## config.mk

```make
export PLATFORM = sky130hd
export DESIGN_NAME = norm_shift
export DESIGN_NICKNAME = d
export VERILOG_FILES = /design/src/rtl/norm_pkg.sv /design/src/rtl/norm_shift_barrel_shl.sv /design/src/rtl/norm_shift.sv
export SDC_FILE = /design/constraint.sdc
export NUM_CORES = 1
export LEC_CHECK = 0
export CAP_MARGIN = 10
export CORE_ASPECT_RATIO = 0.6
export CORE_MARGIN = 3
export CORE_UTILIZATION = 48
export DETAILED_ROUTE_END_ITERATION = 8
export PLACE_DENSITY = 0.71
export SYNTH_ARGS = -nofsm -noshare
export SYNTH_HDL_FRONTEND = slang
export SYNTH_HIERARCHICAL = 1
export SYNTH_SLANG_ARGS = --single-unit
```

## constraint.sdc

```tcl
create_clock -name clk -period 3.1 [get_ports clk]
set_clock_uncertainty 0.15 [all_clocks]
set_input_delay 0.775 -clock clk [delete_from_list [all_inputs] [get_ports clk]]
set_output_delay 0.775 -clock clk [all_outputs]
set_load 0.02 [all_outputs]
```

## src/rtl/norm_pkg.sv

```systemverilog
// Shared constants and helpers for the norm_shift normalizing shifter:
// ceil-log2 and the split of the leading-one descriptor into found bit and index.
package norm_pkg;

    function automatic int cLog2(input int n);
        int r;
        r = 0;
        while ((32'sd1 << r) < n) begin
            r = r + 1;
        end
        return r;
    endfunction

    // The descriptor is passed zero-extended to 32 bits; cw is the index width.
    function automatic logic lo_found(input logic [31:0] lo, input int cw);
        return lo[cw];
    endfunction

    function automatic logic [31:0] lo_index(input logic [31:0] lo, input int cw);
        return lo & ((32'd1 << cw) - 32'd1);
    endfunction

endpackage

```

## src/rtl/norm_shift_barrel_shl.sv

```systemverilog
// Combinational logarithmic left shifter used by norm_shift: one mux stage
// per shift-amount bit.
module barrel_shl
    import norm_pkg::*;
#(
    parameter  int xWL = 32,
    localparam int SW  = cLog2(xWL)
) (
    input  logic [xWL-1:0] i_x,
    input  logic [SW-1:0]  i_shamt,
    output logic [xWL-1:0] o_y
);

    logic [xWL-1:0] w_stage [0:SW];

    assign w_stage[0] = i_x;

    for (genvar g = 0; g < SW; g++) begin : g_stage
        assign w_stage[g+1] = i_shamt[g] ? (w_stage[g] << (2**g)) : w_stage[g];
    end

    assign o_y = w_stage[SW];

endmodule

```

## src/rtl/norm_shift.sv

```systemverilog
// Two-stage valid/ready normalizing shifter: moves the leading one of x to the MSB.
// Optional saturating zero-result counter enabled by defining NORM_SHIFT_ZCOUNT_EN.
module norm_shift
    import norm_pkg::*;
#(
    parameter  int xWL      = 32,
    localparam int ctrWidth = cLog2(xWL)
) (
    input  logic                clk,
    input  logic                rst,
    input  logic                ce,
    input  logic                sclr,
    input  logic                in_valid,
    output logic                in_ready,
    input  logic [xWL-1:0]      x,
    input  logic [ctrWidth:0]   lo,
    output logic                out_valid,
    input  logic                out_ready,
    output logic [xWL-1:0]      y,
    output logic [ctrWidth-1:0] shamt,
    output logic                zero
`ifdef NORM_SHIFT_ZCOUNT_EN
    ,
    output logic [15:0]         zcount
`endif
);

    localparam logic [ctrWidth-1:0] MAX_IDX = ctrWidth'(xWL - 1);

    logic [31:0]         w_lo_ext;
    logic                w_found;
    logic [ctrWidth-1:0] w_idx;
    logic [ctrWidth-1:0] w_s1_shamt_d;
    logic [xWL-1:0]      w_y;
    logic                w_s2_adv;
    logic                w_s1_adv;

    logic                r_s1_valid;
    logic [xWL-1:0]      r_s1_x;
    logic [ctrWidth-1:0] r_s1_shamt;
    logic                r_s1_zero;
    logic                r_out_valid;
    logic [xWL-1:0]      r_y;
    logic [ctrWidth-1:0] r_shamt;
    logic                r_zero;

    assign w_lo_ext     = 32'(lo);
    assign w_found      = lo_found(w_lo_ext, ctrWidth);
    assign w_idx        = ctrWidth'(lo_index(w_lo_ext, ctrWidth));
    // lo is trusted as-is; a missing leading one forces a zero result.
    assign w_s1_shamt_d = w_found ? (MAX_IDX - w_idx) : {ctrWidth{1'b0}};

    assign w_s2_adv = ~r_out_valid | out_ready;
    assign w_s1_adv = ~r_s1_valid | w_s2_adv;
    assign in_ready = w_s1_adv;

    barrel_shl #(.xWL(xWL)) u_shl (
        .i_x     (r_s1_x),
        .i_shamt (r_s1_shamt),
        .o_y     (w_y)
    );

    // Stage 1: capture the operand and its shift amount.
    always_ff @(posedge clk or posedge rst) begin
        if (rst) begin
            r_s1_valid <= 1'b0;
            r_s1_x     <= {xWL{1'b0}};
            r_s1_shamt <= {ctrWidth{1'b0}};
            r_s1_zero  <= 1'b0;
        end else if (ce) begin
            if (sclr) begin
                r_s1_valid <= 1'b0;
            end else if (w_s1_adv) begin
                r_s1_valid <= in_valid;
                if (in_valid) begin
                    r_s1_x     <= w_found ? x : {xWL{1'b0}};
                    r_s1_shamt <= w_s1_shamt_d;
                    r_s1_zero  <= ~w_found;
                end
            end
        end
    end

    // Stage 2: register the shifted result; data only changes on a fresh load.
    always_ff @(posedge clk or posedge rst) begin
        if (rst) begin
            r_out_valid <= 1'b0;
            r_y         <= {xWL{1'b0}};
            r_shamt     <= {ctrWidth{1'b0}};
            r_zero      <= 1'b0;
        end else if (ce) begin
            if (sclr) begin
                r_out_valid <= 1'b0;
            end else if (w_s2_adv) begin
                r_out_valid <= r_s1_valid;
                if (r_s1_valid) begin
                    r_y     <= w_y;
                    r_shamt <= r_s1_shamt;
                    r_zero  <= r_s1_zero;
                end
            end
        end
    end

    assign out_valid = r_out_valid;
    assign y         = r_y;
    assign shamt     = r_shamt;
    assign zero      = r_zero;

`ifdef NORM_SHIFT_ZCOUNT_EN
    logic [15:0] r_zcount;

    // Saturating count of delivered zero results.
    always_ff @(posedge clk or posedge rst) begin
        if (rst) begin
            r_zcount <= 16'd0;
        end else if (ce) begin
            if (sclr) begin
                r_zcount <= 16'd0;
            end else if (r_out_valid & out_ready & r_zero & (r_zcount != 16'hFFFF)) begin
                r_zcount <= r_zcount + 16'd1;
            end
        end
    end

    assign zcount = r_zcount;
`endif

endmodule

```

==> results.yml <==
place:
  gp_congestion: 0.943
  dpl.hpwl_mm: 9.21
  place_ws_ps: 97.5
  numPortBuffers: 83
detailed_routing:
  ant_nets: 0
  drtPass1Iterations: 5
  first_iter_violations: 345
  route.vias.total: 3721
  drc: 0
  vias_per_cell: 5.72
  totalWireLength_mm: 12.6
  wl_per_cell_um: 19.4
timing:
  fmax_mhz: 332
  fin_tns_setup_ps: 0
  fin_crit_sh_pct: 97.2
  period_minus_slack_ps: 3010
  setup_viol: 0
  slew_headroom_pct: 45.4
  hold_viol: 0
  setup_ws_ps: 87.5
  final_max_slew_viol_count: 0
  rsz0062_at_grt: "false"
  worstMarginPinSlew_ps: 817
global_route:
  grt_start_max_net_pins: 79
  track_usage_pct: 22.0
  grt_pass1_wl_mm: 20.6
  antenna_found_initial: 0
  grt_remaining_overflow: 0
  first_global_vias: 3704
setup_path:
  cp_slowest_stage_delay_ps: 540
  crit_arrival_ps: 2090
  cp-start-kind: "input pin"
  worst_path_max_delay_cell: "clkdlybuf4s50_1"
  cp_cell_sequence: "clkdlybuf4s50_1 -> nor2b_4 -> nand2_1 -> clkdlybuf4s50_1"
  end_kind: "output port"
  cpMostUsedCell: "clkdlybuf4s50_1"
  worstSetupPathType: "in2out"
  path_max_fanout: 3
  required_ps: 2170
yosys:
  syn-num-nets: 477
  synth_cells: 433
  yosysTopAreaCell: "dfrtp_1"
  synth-seq-area-share_pct: 38.3
  yosys_register_bits: 78
  avgSynthCellArea_um2: 11.8
  synth_edf_count: 0
  synthTopCellsByArea: "dfrtp_1 (38%), mux4_2 (11%), mux2i_1 (8.3%), mux2_2 (7.3%), mux2_4 (5.9%)"
  netlist_top_cells_count: "dfrtp_1 (78), nand2_1 (52), mux2i_1 (42)"
  synth_area_um2: 5090
  synth.most_common_cell: "dfrtp_1"
  synth_cell_types: 48
  synth_top_area_share_pct: 38.3
  synth_ff_type: "dfrtp_1"
  async_flop_share_pct: 100
  yosys_warnings: 6
cts:
  cts.reportedPaths.clkPinSlew_ps: 60
  cts_setup_buffers: 0
  tritoncts: "yes"
  cts_root_buf: "clkbuf_16"
  cts_sinks: 78
  holdBufCountCts: 0
  cts-resized-gates: 0
  clk_path_buf_depth: 2
  clock_latency_ps: 340
  cts_max_level: 3
  cts_made_buffers: 9
die:
  start_util_pct: 50.5
  core_um2: 10100
  die_h_um: 85.8
  ios: 84
  rows: 28
  fp.dieW_um: 139
  dieArea_um2: 11900
finish:
  utilization_pct: 63.0
  num-fill-cells: 765
  num_antenna_cells: 0
  finalNetCount: 554
  area_growth_pct: 24.8
  drive_above_1_share_pct: 22.1
  multi_input_area_um2: 2740
  regArea_um2: 1950
run:
  maxCapViolCount: 0
status:
  outcome: "finished, final reports clean"
worst_hold_path:
  hold_class: "reg2reg"
power_and_ir_drop:
  vdd_drop_max_uv: 483
  leakagePower_nw: 2.69
  power_density_nw_per_um2: 772
routing by layer:
metal / wire length [um] / track usage, % / vias to the layer above / part of all wire (%)
met2: 5390 / 31.0 / 149 / 43
li1: - / - / 1732 / -
met3: 928 / 5.79 / 9 / 7.4
met1: 6200 / 34.5 / 1831 / 49
met5: 0 / 0 / - / 0
met4: 66 / 3.55 / 0 / 0.52
final timing paths:
path	end	slack (ps)	depth (start not counted)	from
max in group asynchronous	r_s1_shamt[0]	1740	3	rst
setup reg to reg	y[29]	290	6	r_s1_shamt[0]
min in group asynchronous	out_valid	680	3	rst
setup / recovery	in_ready	90	4	out_ready
hold reg to reg	shamt[3]	350	1	shamt[3]
hold / removal	shamt[3]	350	1	shamt[3]
cells in the final DEF, fill, tap and decap left out, types with 8 or more instances in the layout:
cell	count
mux2i_1	42
nand2_1	52
mux4_1	9
clkdlybuf4s50_1	83
mux2_2	33
clkbuf_16	9
buf_4	12
mux2_4	20
inv_1	36
dfrtp_1	77
nor2_1	19
mux4_2	24
a211oi_1	8
o21ai_0	10
sequential cells by signal (all words and copies together) (netlist names):
register,cells
y,32
shamt,5
r_s1_zero,1
r_s1_valid,1
zero,1
r_s1_x,32
r_s1_shamt,5
out_valid,1
power breakdown:
part	leakage (nW)	internal, mW	switching (mW)	total (mW)
logic	1.53	1.11	0.962	2.07
registers	0.994	1.31	0.302	1.62
clock network	0.166	0.810	0.415	1.22
total	2.69	3.23	1.68	4.91
cells by family after synthesis:
group	synth area share, %
compound gates	6.66
buf+inv	8.10
flops	38.3
mux	37.8
simple gates	9.14
stage by stage:
step,hold WS (ps),power (mW),std cells,cell area [um2]
after CTS,359,4.95,650,6360
after global routing,367,5.17,650,6360
after global placement,339,3.64,634,6010
after floorplan,326,2.87,433,5090
final,355,4.91,650,6360
after detailed placement,345,3.69,634,6010
critical path, delay by kind of cell:
family	cells	cell delay, ps
buffers and inverters	2	1020
AND/OR/NAND/NOR	2	290
area by class of cell:
type	instances	area share (%)
clock inverter	5	1.67
sequential	78	30.7
inverter	38	2.24
clock buffer	11	3.82
multi-input combinational	284	43.1
timing repair buffer	99	15.7
tap	135	2.66
(Power assumes the default switching activity.)
